<file path="src/rtl/update_sequencer_if.sv">
// Accumulator RAM read port plus the particle-updater start/finish handshake.
// master = sequencer side, slave = RAM/updater side.
interface update_sequencer_if #(
  parameter int PARTICLE_COUNTER_SIZE = 2,
  parameter int DIMS = 2
);
  localparam int ACC_W = 16 * (DIMS + 1);

  logic [PARTICLE_COUNTER_SIZE-1:0] acc_addr;
  logic                             acc_rd_en;
  logic [ACC_W-1:0]                 acc_data_in;
  logic [ACC_W-1:0]                 accumulator_out;
  logic [PARTICLE_COUNTER_SIZE-1:0] particle_idx;
  logic                             trigger_update;
  logic                             update_finished;

  modport master (
    output acc_addr, acc_rd_en, accumulator_out, particle_idx, trigger_update,
    input  acc_data_in, update_finished
  );

  modport slave (
    input  acc_addr, acc_rd_en, accumulator_out, particle_idx, trigger_update,
    output acc_data_in, update_finished
  );
endinterface

</file>
<file path="src/rtl/update_sequencer.sv">
// Walks particles 0..count-1 per frame: fetch accumulator word, hand it to the updater, await completion.
// Optional per-particle watchdog is enabled by defining UPDATE_SEQUENCER_TIMEOUT_EN.
module update_sequencer #(
  parameter int PARTICLE_COUNTER_SIZE = 2,
  parameter int DIMS = 2,
  parameter int ACC_READ_LATENCY = 2,
  parameter int TIMEOUT_CYCLES = 255
) (
  input  logic                             clk_in,
  input  logic                             rst,
  input  logic                             frame_start,
  input  logic [PARTICLE_COUNTER_SIZE:0]   particle_count,
  output logic                             busy,
  output logic                             frame_done,
  output logic                             timeout_err,
  update_sequencer_if.master               upd
);
  localparam int ACC_W = 16 * (DIMS + 1);
  localparam logic [PARTICLE_COUNTER_SIZE:0] FULL_COUNT = {1'b1, {PARTICLE_COUNTER_SIZE{1'b0}}};
  localparam logic [1:0] LAT_LAST = 2'(ACC_READ_LATENCY);

  if (ACC_READ_LATENCY < 1 || ACC_READ_LATENCY > 3) begin : g_bad_latency
    $error("ACC_READ_LATENCY must be in 1..3");
  end
  if (TIMEOUT_CYCLES < 1) begin : g_bad_timeout
    $error("TIMEOUT_CYCLES must be at least 1");
  end

  typedef enum logic [2:0] {IDLE, READ_ACC, WAIT_ACC, TRIGGER, WAIT_DONE, ADVANCE, DONE} state_t;

  state_t                           state_reg;
  logic [PARTICLE_COUNTER_SIZE:0]   count_reg;
  logic [PARTICLE_COUNTER_SIZE-1:0] idx_reg;
  logic [PARTICLE_COUNTER_SIZE-1:0] acc_addr_reg;
  logic [PARTICLE_COUNTER_SIZE-1:0] particle_idx_reg;
  logic [1:0]                       lat_cnt_reg;
  logic                             busy_reg;
  logic                             frame_done_reg;
  logic                             acc_rd_en_reg;
  logic                             trigger_reg;
  logic [ACC_W-1:0]                 acc_out_reg;
  logic                             last_particle;

  assign last_particle = ({1'b0, idx_reg} == count_reg - 1'b1);

`ifdef UPDATE_SEQUENCER_TIMEOUT_EN
  localparam int WD_W = $clog2(TIMEOUT_CYCLES + 1);
  localparam logic [WD_W-1:0] WD_LAST = WD_W'(TIMEOUT_CYCLES - 1);
  logic [WD_W-1:0] wd_cnt_reg;
  logic            timeout_err_reg;
  assign timeout_err = timeout_err_reg;
`else
  assign timeout_err = 1'b0;
`endif

  always_ff @(posedge clk_in) begin
    if (rst) begin
      state_reg        <= IDLE;
      count_reg        <= '0;
      idx_reg          <= '0;
      acc_addr_reg     <= '0;
      particle_idx_reg <= '0;
      lat_cnt_reg      <= '0;
      busy_reg         <= 1'b0;
      frame_done_reg   <= 1'b0;
      acc_rd_en_reg    <= 1'b0;
      trigger_reg      <= 1'b0;
      acc_out_reg      <= '0;
`ifdef UPDATE_SEQUENCER_TIMEOUT_EN
      wd_cnt_reg       <= '0;
      timeout_err_reg  <= 1'b0;
`endif
    end else begin
      case (state_reg)
        IDLE: begin
          frame_done_reg <= 1'b0;
          busy_reg       <= 1'b0;
          // The frame_done cycle still reports busy, so a start landing there is dropped.
          if (frame_start && !busy_reg) begin
            busy_reg  <= 1'b1;
            idx_reg   <= '0;
            count_reg <= (particle_count > FULL_COUNT) ? FULL_COUNT : particle_count;
            state_reg <= (particle_count == '0) ? DONE : READ_ACC;
          end
        end
        READ_ACC: begin
          acc_addr_reg  <= idx_reg;
          acc_rd_en_reg <= 1'b1;
          lat_cnt_reg   <= '0;
          state_reg     <= WAIT_ACC;
        end
        WAIT_ACC: begin
          acc_rd_en_reg <= 1'b0;
          lat_cnt_reg   <= lat_cnt_reg + 2'd1;
          if (lat_cnt_reg == LAT_LAST) begin
            acc_out_reg      <= upd.acc_data_in;
            particle_idx_reg <= idx_reg;
            state_reg        <= TRIGGER;
          end
        end
        TRIGGER: begin
          trigger_reg <= 1'b1;
          state_reg   <= WAIT_DONE;
`ifdef UPDATE_SEQUENCER_TIMEOUT_EN
          wd_cnt_reg  <= '0;
`endif
        end
        WAIT_DONE: begin
          trigger_reg <= 1'b0;
          // A finish alongside our own trigger pulse cannot belong to this particle.
          if (upd.update_finished && !trigger_reg) begin
            state_reg <= ADVANCE;
          end
`ifdef UPDATE_SEQUENCER_TIMEOUT_EN
          else if (wd_cnt_reg == WD_LAST) begin
            timeout_err_reg <= 1'b1;
            state_reg       <= ADVANCE;
          end else begin
            wd_cnt_reg <= wd_cnt_reg + 1'b1;
          end
`endif
        end
        ADVANCE: begin
          if (last_particle) begin
            state_reg <= DONE;
          end else begin
            idx_reg   <= idx_reg + 1'b1;
            state_reg <= READ_ACC;
          end
        end
        DONE: begin
          frame_done_reg <= 1'b1;
          state_reg      <= IDLE;
        end
        default: state_reg <= IDLE;
      endcase
    end
  end

  assign busy                = busy_reg;
  assign frame_done          = frame_done_reg;
  assign upd.acc_addr        = acc_addr_reg;
  assign upd.acc_rd_en       = acc_rd_en_reg;
  assign upd.accumulator_out = acc_out_reg;
  assign upd.particle_idx    = particle_idx_reg;
  assign upd.trigger_update  = trigger_reg;
endmodule
</file>
<file path="src/flat_wrapper.sv">
// flat-port wrapper written by rule: the top's interface ports become plain ports
module update_sequencer_flat 
#(
  parameter int PARTICLE_COUNTER_SIZE = 2,
  parameter int DIMS = 2,
  parameter int ACC_READ_LATENCY = 2,
  parameter int TIMEOUT_CYCLES = 255
)
  (clk_in, rst, frame_start, particle_count, busy, frame_done, timeout_err, upd_acc_addr, upd_acc_rd_en, upd_accumulator_out, upd_particle_idx, upd_trigger_update, upd_acc_data_in, upd_update_finished);
  update_sequencer_if #(.PARTICLE_COUNTER_SIZE(PARTICLE_COUNTER_SIZE), .DIMS(DIMS)) upd_i ();
  input  logic clk_in;
  input  logic rst;
  input  logic frame_start;
  input  logic [PARTICLE_COUNTER_SIZE:0] particle_count;
  output logic busy;
  output logic frame_done;
  output logic timeout_err;
  output wire logic [$bits(upd_i.acc_addr)-1:0] upd_acc_addr;
  output wire logic [$bits(upd_i.acc_rd_en)-1:0] upd_acc_rd_en;
  output wire logic [$bits(upd_i.accumulator_out)-1:0] upd_accumulator_out;
  output wire logic [$bits(upd_i.particle_idx)-1:0] upd_particle_idx;
  output wire logic [$bits(upd_i.trigger_update)-1:0] upd_trigger_update;
  input wire logic [$bits(upd_i.acc_data_in)-1:0] upd_acc_data_in;
  input wire logic [$bits(upd_i.update_finished)-1:0] upd_update_finished;
  assign upd_acc_addr = upd_i.acc_addr;
  assign upd_acc_rd_en = upd_i.acc_rd_en;
  assign upd_accumulator_out = upd_i.accumulator_out;
  assign upd_particle_idx = upd_i.particle_idx;
  assign upd_trigger_update = upd_i.trigger_update;
  assign upd_i.acc_data_in = upd_acc_data_in;
  assign upd_i.update_finished = upd_update_finished;
  update_sequencer #(.PARTICLE_COUNTER_SIZE(PARTICLE_COUNTER_SIZE), .DIMS(DIMS), .ACC_READ_LATENCY(ACC_READ_LATENCY), .TIMEOUT_CYCLES(TIMEOUT_CYCLES)) u_core (.clk_in(clk_in), .rst(rst), .frame_start(frame_start), .particle_count(particle_count), .busy(busy), .frame_done(frame_done), .timeout_err(timeout_err), .upd(upd_i));
endmodule
</file>
<file path="config.mk">
export PLATFORM = sky130hd
export DESIGN_NAME = update_sequencer_flat
export DESIGN_NICKNAME = d
export VERILOG_FILES = /design/src/rtl/update_sequencer_if.sv /design/src/rtl/update_sequencer.sv /design/src/flat_wrapper.sv
export SDC_FILE = /design/constraint.sdc
export NUM_CORES = 1
export LEC_CHECK = 0
export BUFFER_PORTS_ARGS = -buffer_cell sky130_fd_sc_hd__buf_2
export CORE_UTILIZATION = 46
export DETAILED_ROUTE_END_ITERATION = 10
export PLACE_DENSITY = 0.8
export SLEW_MARGIN = 20
export SYNTH_ARGS = -nofsm -noshare
export SYNTH_HDL_FRONTEND = slang
export SYNTH_SLANG_ARGS = --single-unit
</file>
<file path="constraint.sdc">
create_clock -name clk_in -period 1.9 [get_ports clk_in]
set_clock_uncertainty 0.15 [all_clocks]
set_input_delay 0.19 -clock clk_in [delete_from_list [all_inputs] [get_ports clk_in]]
set_output_delay 0.19 -clock clk_in [all_outputs]
set_load 0.005 [all_outputs]
</file>
==> impl_metrics.ini <==
[sta]
timing.slew.headroom_pct = 58.0
setup_violations = 0
hold_viol_final = 0
min_period_ns = 1.79
whs_ns = 0.176
max_freq_ghz = 0.559
tightestPinTransition_ns = 0.630
setup_tns_ns = 0
drv_slew = 0
finalCritPeriodShare_pct = 94.2
rsz0062_at_grt = false

[pwr]
p_leak_nw = 1.65
power.total_mw = 2.96
vdd_drop_max_mv = 0.471
p_per_area_nw_per_um2 = 775

[synth]
synth.area.top_cells = dfxtp_1 (52%), nand2_1 (16%), a21oi_1 (12%), clkbuf_1 (2.1%), o21ai_0 (1.8%)
yosys.area_share.simple_pct = 22.1
syn_nets = 374
yosysMostFrequentCell = nand2_1
synth_xor_area_share_pct = 1.39
synth_ff_type = dfxtp_1
synth_cells = 317
synthMuxAreaShare_pct = 0.795
synth-adder-area-share_pct = 0.994
synth_top_family_by_area = simple AND/OR/NAND/NOR gates
yosys_register_bits = 66
syn-cell-area_um2 = 2520
synth_top_area_share_pct = 52.5
async_flop_share_pct = 0
synth_common_cells = nand2_1 (107), dfxtp_1 (66), a21oi_1 (58)
synth_compound_area_share_pct = 17.2
syn_area_per_cell_um2 = 7.94
synth_area_leader_cell = dfxtp_1
yosysUniqueCellTypes = 33
ys.warnings.count = 0
synth_enable_flop_cells = 0
synth_seq_area_share_pct = 52.5

[clocking]
cts.htree.levels = 3
clock_latency_ns = 0.32
post-cts-setup-buffer-count = 0
clk_pin_slew_ns = 0.07
cts_buffers = 9
cts_tree = yes
clockBufferDepth = 2
clock_sinks = 66
ctsRootBufferMaster = clkbuf_8

[floorplanning]
dieArea_um2 = 5770
die_height_um = 76.0
core_um2 = 5170
row_count = 26
initial_utilization_pct = 48.7
io_pins = 112
die_w_um = 76.0

[global_routing]
grt_pass1_vias = 2528
grt_pass1_wl_mm = 11.8
grt_usage_pct = 25.0
grt_overflow_total = 0
antenna_found_initial = 0
grt_max_degree = 51

[detailed_routing]
vias_per_cell = 4.96
first_pass_iters = 4
drt_iter0_drc = 135
ant_nets = 0
drc = 0
wl_mm = 6.98
wire_per_inst_um = 12.8
vias = 2708

[worst_setup_path]
cp_slowest_cell = a2111oi_0
cp.arrival_ns = 1.84
path_delay_family = compound AO/OA/AOI/OAI gates
crit_start = u_core.count_reg[0]
worstPathCellList = inv_1 > ha_1 > xor2_2 > nand3_1 > a32oi_1 > a2111oi_0
cp_max_fo = 3
critPathKind = reg -> reg
reg2reg_from = u_core.count_reg[0]
critical_path_depth = 6
critPathLaunchType = flip-flop
critPathCaptureType = flip-flop
crit_required_ns = 1.95
max_stage_delay_ns = 0.38
crit_buf_inv = 1
worstRegToRegCells = 6

[finish]
fin_nets = 530
layout-drive-gt1-share_pct = 28.6
syn2layout_area_growth_pct = 51.9
stdcell_area_um2 = 3820
final_core_util_pct = 73.9
antenna_cells = 0
largest_register_ffs = 48

[status]
status = complete, no violations

[place]
placed_cell_area_um2 = 3140
io_buffers = 110
dp_hpwl_mm = 3.95
gp_congestion = 0.772

[hold_path]
worstHoldStart = upd_update_finished
hold_path_depth = 4
hold_path_class = in -> reg

[flow_run]
drv_cap = 0
[cells in the final DEF (no fill, tap or decap), types with 2 or more instances in the layout]
master	count
buf_12	2
buf_2	110
a21oi_1	58
dlygate4sd3_1	51
nand2_1	107
nand2b_1	3
nor2_1	8
xnor2_1	2
buf_4	4
dfxtp_1	66
clkinv_2	4
nor3_1	4
o211a_1	2
mux2i_1	2
inv_1	7
o21ai_0	9
clkbuf_8	10
ha_1	2
nand3b_1	5
[per-stage QoR]
stage	setup slack (ns)	cells
after floorplan	0.201	317
after global placement	0.162	481
after detailed placement	0.0695	481
after CTS	0.0517	546
after global routing	0.00384	546
final	0.111	546
[area by class of cell]
type                       count  area, um^2
clock buffer                  10         138
clock inverter                 4        20.0
fill                         355        1350
inverter                       7        26.3
multi-input combinational    222        1100
sequential                    66        1320
tap                           70        87.6
timing repair buffer         167        1130
[worst paths after layout]
| path | end | slack [ns] |
|---|---|---|
| max | u_core.state_reg[0] | 0.11 |
| min | u_core.state_reg[0] | 0.18 |
| max reg2reg | u_core.state_reg[0] | 0.11 |
| min reg2reg | u_core.upd.accumulator_out[11] | 0.30 |
[kinds of logic after synthesis]
kind of cell	Yosys count
and+or+nand+nor	134
AOI/OAI and AO/OA	79
DFF	66
buffers and inverters	29
xor gates and xnor gates	4
adders and majority gates	2
muxes	2
other	1
[per-layer routing]
layer / track usage [%] / wire [um]
met1: 31.5 / 3070
met2: 41.9 / 3300
met3: 6.23 / 567
met4: 8.08 / 36
met5: 0 / 0
[where the power goes]
part | leakage, nW | total (mW) | switching (mW) | internal [mW]
combinational | 1.03 | 0.484 | 0.232 | 0.252
clock | 0.0875 | 0.963 | 0.479 | 0.485
sequential | 0.532 | 1.52 | 0.0809 | 1.43
total | 1.65 | 2.96 | 0.792 | 2.17
[timing repair]
action                                  4_1_cts  5_1_grt
hold endpoints to repair                     51        0
endpoints found under the setup margin        0        1
gates resized for setup                       0        3
hold buffers                                 51        0
[worst min-delay path: stages]
cell and delay (ns):
buf_2 0.09, nand3b_1 0.07, o211a_1 0.16, a2111oi_0 0.09
Power figures use the tool's default switching activity.
